$ cat src/rtl/lamp_pkg.sv
// Shared codes, state encoding and helpers for the lamp output stage.
package lamp_pkg;

  localparam logic [0:2] RED    = 3'b100;
  localparam logic [0:2] GREEN  = 3'b010;
  localparam logic [0:2] YELLOW = 3'b001;
  localparam logic [0:2] OFF    = 3'b000;

  typedef enum logic [1:0] {
    IDLE,
    ON,
    BLANK,
    FAULT
  } state_t;

  function automatic logic is_onehot(
    input logic [0:2] c
  );
    return (c == RED) || (c == GREEN) || (c == YELLOW);
  endfunction

endpackage

$ cat src/rtl/lamp_pwm.sv
// Free-running PWM counter and duty comparator.
module lamp_pwm #(
  parameter int PWM_BITS = 4
) (
  input  logic                clock,
  input  logic                reset_n,
  input  logic [PWM_BITS-1:0] duty,
  output logic                gate
);

  logic [PWM_BITS-1:0] cnt;

  always_ff @(posedge clock or negedge reset_n) begin
    if (!reset_n) cnt <= '0;
    else          cnt <= cnt + 1'b1;
  end

  // all-ones duty must never drop the gate, even at cnt == duty
  assign gate = (&duty) | (cnt < duty);

endmodule

$ cat src/rtl/lamp_driver.sv
// Lamp output stage: break-before-make blanking, PWM dimming and
// flashing-yellow fallback on illegal sequencer codes.
import lamp_pkg::*;

module lamp_driver #(
  parameter int BLANK_CYCLES = 4,
  parameter int PWM_BITS     = 4,
  parameter int FLASH_HALF   = 8
) (
  input  logic                clock,
  input  logic                reset_n,
  input  logic [0:2]          light_in,
  input  logic [PWM_BITS-1:0] duty,
  input  logic                fault_clear,
  output logic [0:2]          lamp_out,
  output logic                blanking,
  output logic                fault
);

  localparam int BW = $clog2(BLANK_CYCLES + 1);
  localparam int FW = $clog2(2 * FLASH_HALF) > 0 ?
                      $clog2(2 * FLASH_HALF) : 1;

  state_t          state;
  logic [0:2]      light_q;
  logic [0:2]      active_code;
  logic [BW-1:0]   bcnt;
  logic [FW-1:0]   fcnt;
  logic [FW-1:0]   fnxt;
  logic            gate;
  logic            legal;
  logic [0:2]      gmask;

  lamp_pwm #(
    .PWM_BITS(PWM_BITS)
  ) u_pwm (
    .clock  (clock),
    .reset_n(reset_n),
    .duty   (duty),
    .gate   (gate)
  );

  always_comb begin
    legal = is_onehot(light_q);
    gmask = {3{gate}};
    fnxt  = (fcnt == FW'(2 * FLASH_HALF - 1)) ? '0 : fcnt + 1'b1;
  end

  always_ff @(posedge clock or negedge reset_n) begin
    if (!reset_n) begin
      state       <= IDLE;
      light_q     <= OFF;
      active_code <= OFF;
      bcnt        <= '0;
      fcnt        <= '0;
      lamp_out    <= OFF;
      blanking    <= 1'b0;
      fault       <= 1'b0;
    end else begin
      light_q <= light_in;
      unique case (state)
        IDLE: begin
          lamp_out <= OFF;
          if (legal) begin
            active_code <= light_q;
            lamp_out    <= light_q & gmask;
            state       <= ON;
          end
        end
        ON: begin
          lamp_out <= active_code & gmask;
          if (!legal) begin
            state    <= FAULT;
            fault    <= 1'b1;
            fcnt     <= '0;
            lamp_out <= YELLOW;
          end else if (light_q != active_code) begin
            state    <= BLANK;
            bcnt     <= BW'(BLANK_CYCLES);
            blanking <= 1'b1;
            lamp_out <= OFF;
          end
        end
        BLANK: begin
          lamp_out <= OFF;
          if (!legal) begin
            state    <= FAULT;
            fault    <= 1'b1;
            blanking <= 1'b0;
            fcnt     <= '0;
            lamp_out <= YELLOW;
          end else if (bcnt == BW'(1)) begin
            active_code <= light_q;
            blanking    <= 1'b0;
            lamp_out    <= light_q & gmask;
            state       <= ON;
          end else begin
            bcnt <= bcnt - 1'b1;
          end
        end
        FAULT: begin
          blanking <= 1'b0;
          if (legal && fault_clear) begin
            fault    <= 1'b0;
            fcnt     <= '0;
            state    <= BLANK;
            bcnt     <= BW'(BLANK_CYCLES);
            blanking <= 1'b1;
            lamp_out <= OFF;
          end else begin
            fcnt     <= fnxt;
            lamp_out <= (fnxt < FW'(FLASH_HALF)) ? YELLOW : OFF;
          end
        end
        default: state <= IDLE;
      endcase
    end
  end

endmodule
$ cat config.mk
export PLATFORM = sky130hd
export DESIGN_NAME = lamp_driver
export DESIGN_NICKNAME = d
export VERILOG_FILES = /design/src/rtl/lamp_pkg.sv /design/src/rtl/lamp_pwm.sv /design/src/rtl/lamp_driver.sv
export SDC_FILE = /design/constraint.sdc
export NUM_CORES = 1
export LEC_CHECK = 0
export ABC_CLOCK_PERIOD_IN_PS = 3900
export BUFFER_PORTS_ARGS = -buffer_cell sky130_fd_sc_hd__buf_2
export CAP_MARGIN = 25
export CORE_MARGIN = 1
export CORE_UTILIZATION = 49
export DETAILED_ROUTE_END_ITERATION = 8
export HOLD_SLACK_MARGIN = 0.08
export PLACE_DENSITY = 0.74
export SYNTH_ARGS = -nofsm -noshare
export SYNTH_HDL_FRONTEND = slang
export SYNTH_SLANG_ARGS = --single-unit
export TNS_END_PERCENT = 100
$ cat constraint.sdc
create_clock -name clock -period 3.9 [get_ports clock]
set_input_delay 0.78 -clock clock [delete_from_list [all_inputs] [get_ports clock]]
set_output_delay 0.78 -clock clock [all_outputs]
set_load 0.005 [all_outputs]
==> impl_metrics.yaml <==
floorplan:
  core-area_um2: 2805
  chipWidth_um: 56.99
  initial_core_util: 0.5281
  row_count: 19
  dieArea_um2: 3247
  die_h_um: 56.99
  io_pins: 15
worst_setup_path:
  cp_cell_sequence: "xor2_2 -> o21a_1 -> mux2_2 -> o31ai_1 -> o41ai_1"
  worst-r2r-setup-slack_ns: 1.70
  startpoint_type: "register"
  regToRegEndpoint: "state[1]$_DFFE_PN0P_"
  endpoint_kind: "register"
  crit_path_max_fanout: 10
  cp.arrival_ns: 2.42
  crit_required_ns: 4.12
  r2r-start: "light_q[0]$_DFF_PN0_"
  critical_path.top_delay_family: "compound AO/OA/AOI/OAI gates"
  slowest_stage: "dfrtp_1"
  worst-setup-path-type: "reg2reg"
  r2r_cells: 5
  max_stage_delay_ns: 0.56
  worst-path-buf-inv: 0
drt:
  drc: 2
  drt_wl_total_um: 3032
  ant_nets: 0
  top_layer_used: "met4"
  vias: 1232
  wl_met2_um: 1524
  drt_iter0_markers: 73
  wl_per_cell_um: 15.47
  met1_length_um: 1331
  first_pass_iters: 7
  wl_met3_um: 103
  vias_per_cell: 6.286
logic_synthesis:
  avgSynthCellArea_um2: 9.746
  seq_area_frac_synth: 0.4054
  synth_cell_types: 46
  synth_edf_count: 0
  synth_area_leaders: "dfrtp_1 41%, ha_1 9.3%, inv_1 3.8%"
  yosys_warnings: 0
  synth_flop_cell: "dfrtp_1"
  yosysTopAreaCell: "dfrtp_1"
  syn_nets: 173
  syn_area_um2: 1481
  synth_top_cell_area_share: 0.4054
  async_reset_ff_frac: 1.000
  ys_seq_elements: 24
  netlist_instances: 152
grt:
  grt_first_pass_wirelength_um: 5168
  grt_use_total: 0.2060
  antenna_found_initial: 0
  first_global_vias: 1186
  globalRoute.totalOverflow: 0
  grt_max_degree: 25
power:
  sw_frac_of_total: 0.3994
  clock_power_share: 0.180
  intPower_mw: 0.6145
  powerDensity_nw_per_um2: 632.0
  pwr-share-seq: 0.361
  pwr-share-comb: 0.459
  ir_worst_vdd_mv: 0.3967
  leakage_nw: 0.7419
  switching_power_mw: 0.4087
place:
  postPlaceCellArea_um2: 1567
  hpwl_um: 2200
  gp_routability_congestion: 0.7990
  port_buffers: 14
job:
  cap_violations: 0
clock_network:
  cts_tree: "done"
  htree_num_levels: 1
  cts.sinks: 24
  holdBufCountCts: 0
  cts.path.max_buffers: 2
  cts_buffers: 3
  clk_pin_slew_worst_paths_ns: 0.14
  cts_resized: 0
  cts_setup_buffers: 0
  clk_latency_ns: 0.33
  cts-root-buf: "clkbuf_4"
layout:
  antennaDiodeCount: 0
  syn_to_final_growth_pct: 9.290
  drive_above_1_share: 0.1576
  design_area_um2: 1619
  nets: 187
sta:
  slew_viol_final: 0
  worst_pin_slew_ns: 0.6862
  fin_tns_setup_ns: 0
  setup_viol: 0
  finalHoldViolations: 0
  fmax_ghz: 0.4537
  fin_skew_ns: 0.003358
  maxSlewHeadroom: 0.5353
  rsz0062_at_grt: "no"
  min_period_over_period: 0.5652
  period_minus_slack_ns: 2.204
worst_hold_path:
  hold_class: "in2async"
run_status:
  violations: "design-rule violations"
  status: "complete, but fails checks"
-- metrics by stage --
step / util / power, mW / hold slack [ns] / std cells / setup slack, ns
3_5_place_dp: 0.5584 / 0.8384 / 0.4699 / 192 / 1.671
6_report: 0.5772 / 1.023 / 0.4072 / 196 / 1.696
4_1_cts: 0.5772 / 1.028 / 0.4167 / 196 / 1.762
2_1_floorplan: - / 0.7282 / 0.4353 / 152 / 1.929
3_3_place_gp: 0.5584 / 0.8108 / 0.4572 / 192 / 1.683
5_1_grt: 0.5772 / 1.099 / 0.4318 / 196 / 1.586
-- power groups by stage --
stage	clock, mW	combinational, mW	sequential, mW
floorplan	0	0.368	0.360
global placement	0	0.443	0.368
detailed placement	0	0.465	0.374
CTS	0.189	0.471	0.368
global route	0.198	0.525	0.376
finish	0.184	0.470	0.369
-- synth_stat cells (all sizes together) (2+ instances only) --
cell,instances
dfrtp,24
inv,15
ha,11
nor2,11
o21ai,10
nand2,9
a21oi,7
buf,5
nand3,5
xor2,5
o211ai,4
a22oi,3
mux2,3
nand2b,3
o41ai,3
a211oi,2
a21o,2
a311oi,2
a32oi,2
nand3b,2
nor4,2
o31ai,2
-- cells in the final DEF (no fill, tap or decap), types with 4 or more instances in the layout --
master / instances
nor2_1: 11
o21ai_0: 8
nand2_1: 9
buf_2: 14
o211ai_1: 4
dfrtp_1: 24
xor2_1: 4
nand3_1: 5
ha_1: 11
a21oi_1: 7
inv_1: 15
-- worst max-delay path by stage --
stage	startpoint	to	slack, ns	depth (start not counted)
6_report	light_q[0]$_DFF_PN0_	state[1]$_DFFE_PN0P_	1.70	5
4_1_cts	light_q[0]$_DFF_PN0_	state[1]$_DFFE_PN0P_	1.76	5
3_5_place_dp	fault_clear	bcnt[2]$_DFFE_PN0P_	1.67	5
5_1_grt	state[1]$_DFFE_PN0P_	state[0]$_DFFE_PN0P_	1.59	6
3_3_place_gp	fault_clear	bcnt[2]$_DFFE_PN0P_	1.68	5
2_1_floorplan	fault_clear	bcnt[2]$_DFFE_PN0P_	1.93	4
-- metal layers --
layer | vias to the layer above | track usage
li1 | 583 | -
met1 | 606 | 0.2600
met2 | 32 | 0.3361
met3 | 11 | 0.03628
met4 | 0 | 0.1150
met5 | - | 0
-- flip-flops by register name, summed over array words and instances (netlist names) --
register     cells
blanking         1
fcnt             4
light_q          3
u_pwm.cnt        4
state            2
lamp_out         3
active_code      3
fault            1
bcnt             3
-- cell families (layout without fill, tap and decap cells) --
| group | count (synthesis) | count (layout) | share of synthesized area |
|---|---|---|---|
| DFF | 24 | 24 | 0.4054 |
| buffers and inverters | 20 | 33 | 0.05405 |
| adders and majority gates | 11 | 11 | 0.09290 |
| AOI/OAI and AO/OA | 50 | 50 | 0.2517 |
| xor gates and xnor gates | 6 | 6 | 0.04054 |
| muxes | 3 | 3 | 0.02280 |
| and+or+nand+nor | 38 | 38 | 0.1326 |
-- final cells by class --
type,count,area (µm²)
Timing Repair Buffer,14,70.07
Sequential cell,24,600.6
Clock inverter,1,30.03
Inverter,15,56.30
Multi-Input combinational cell,108,800.8
Fill cell,246,1186
Clock buffer,3,22.52
Tap cell,31,38.79
Power figures use the tool's default switching activity.
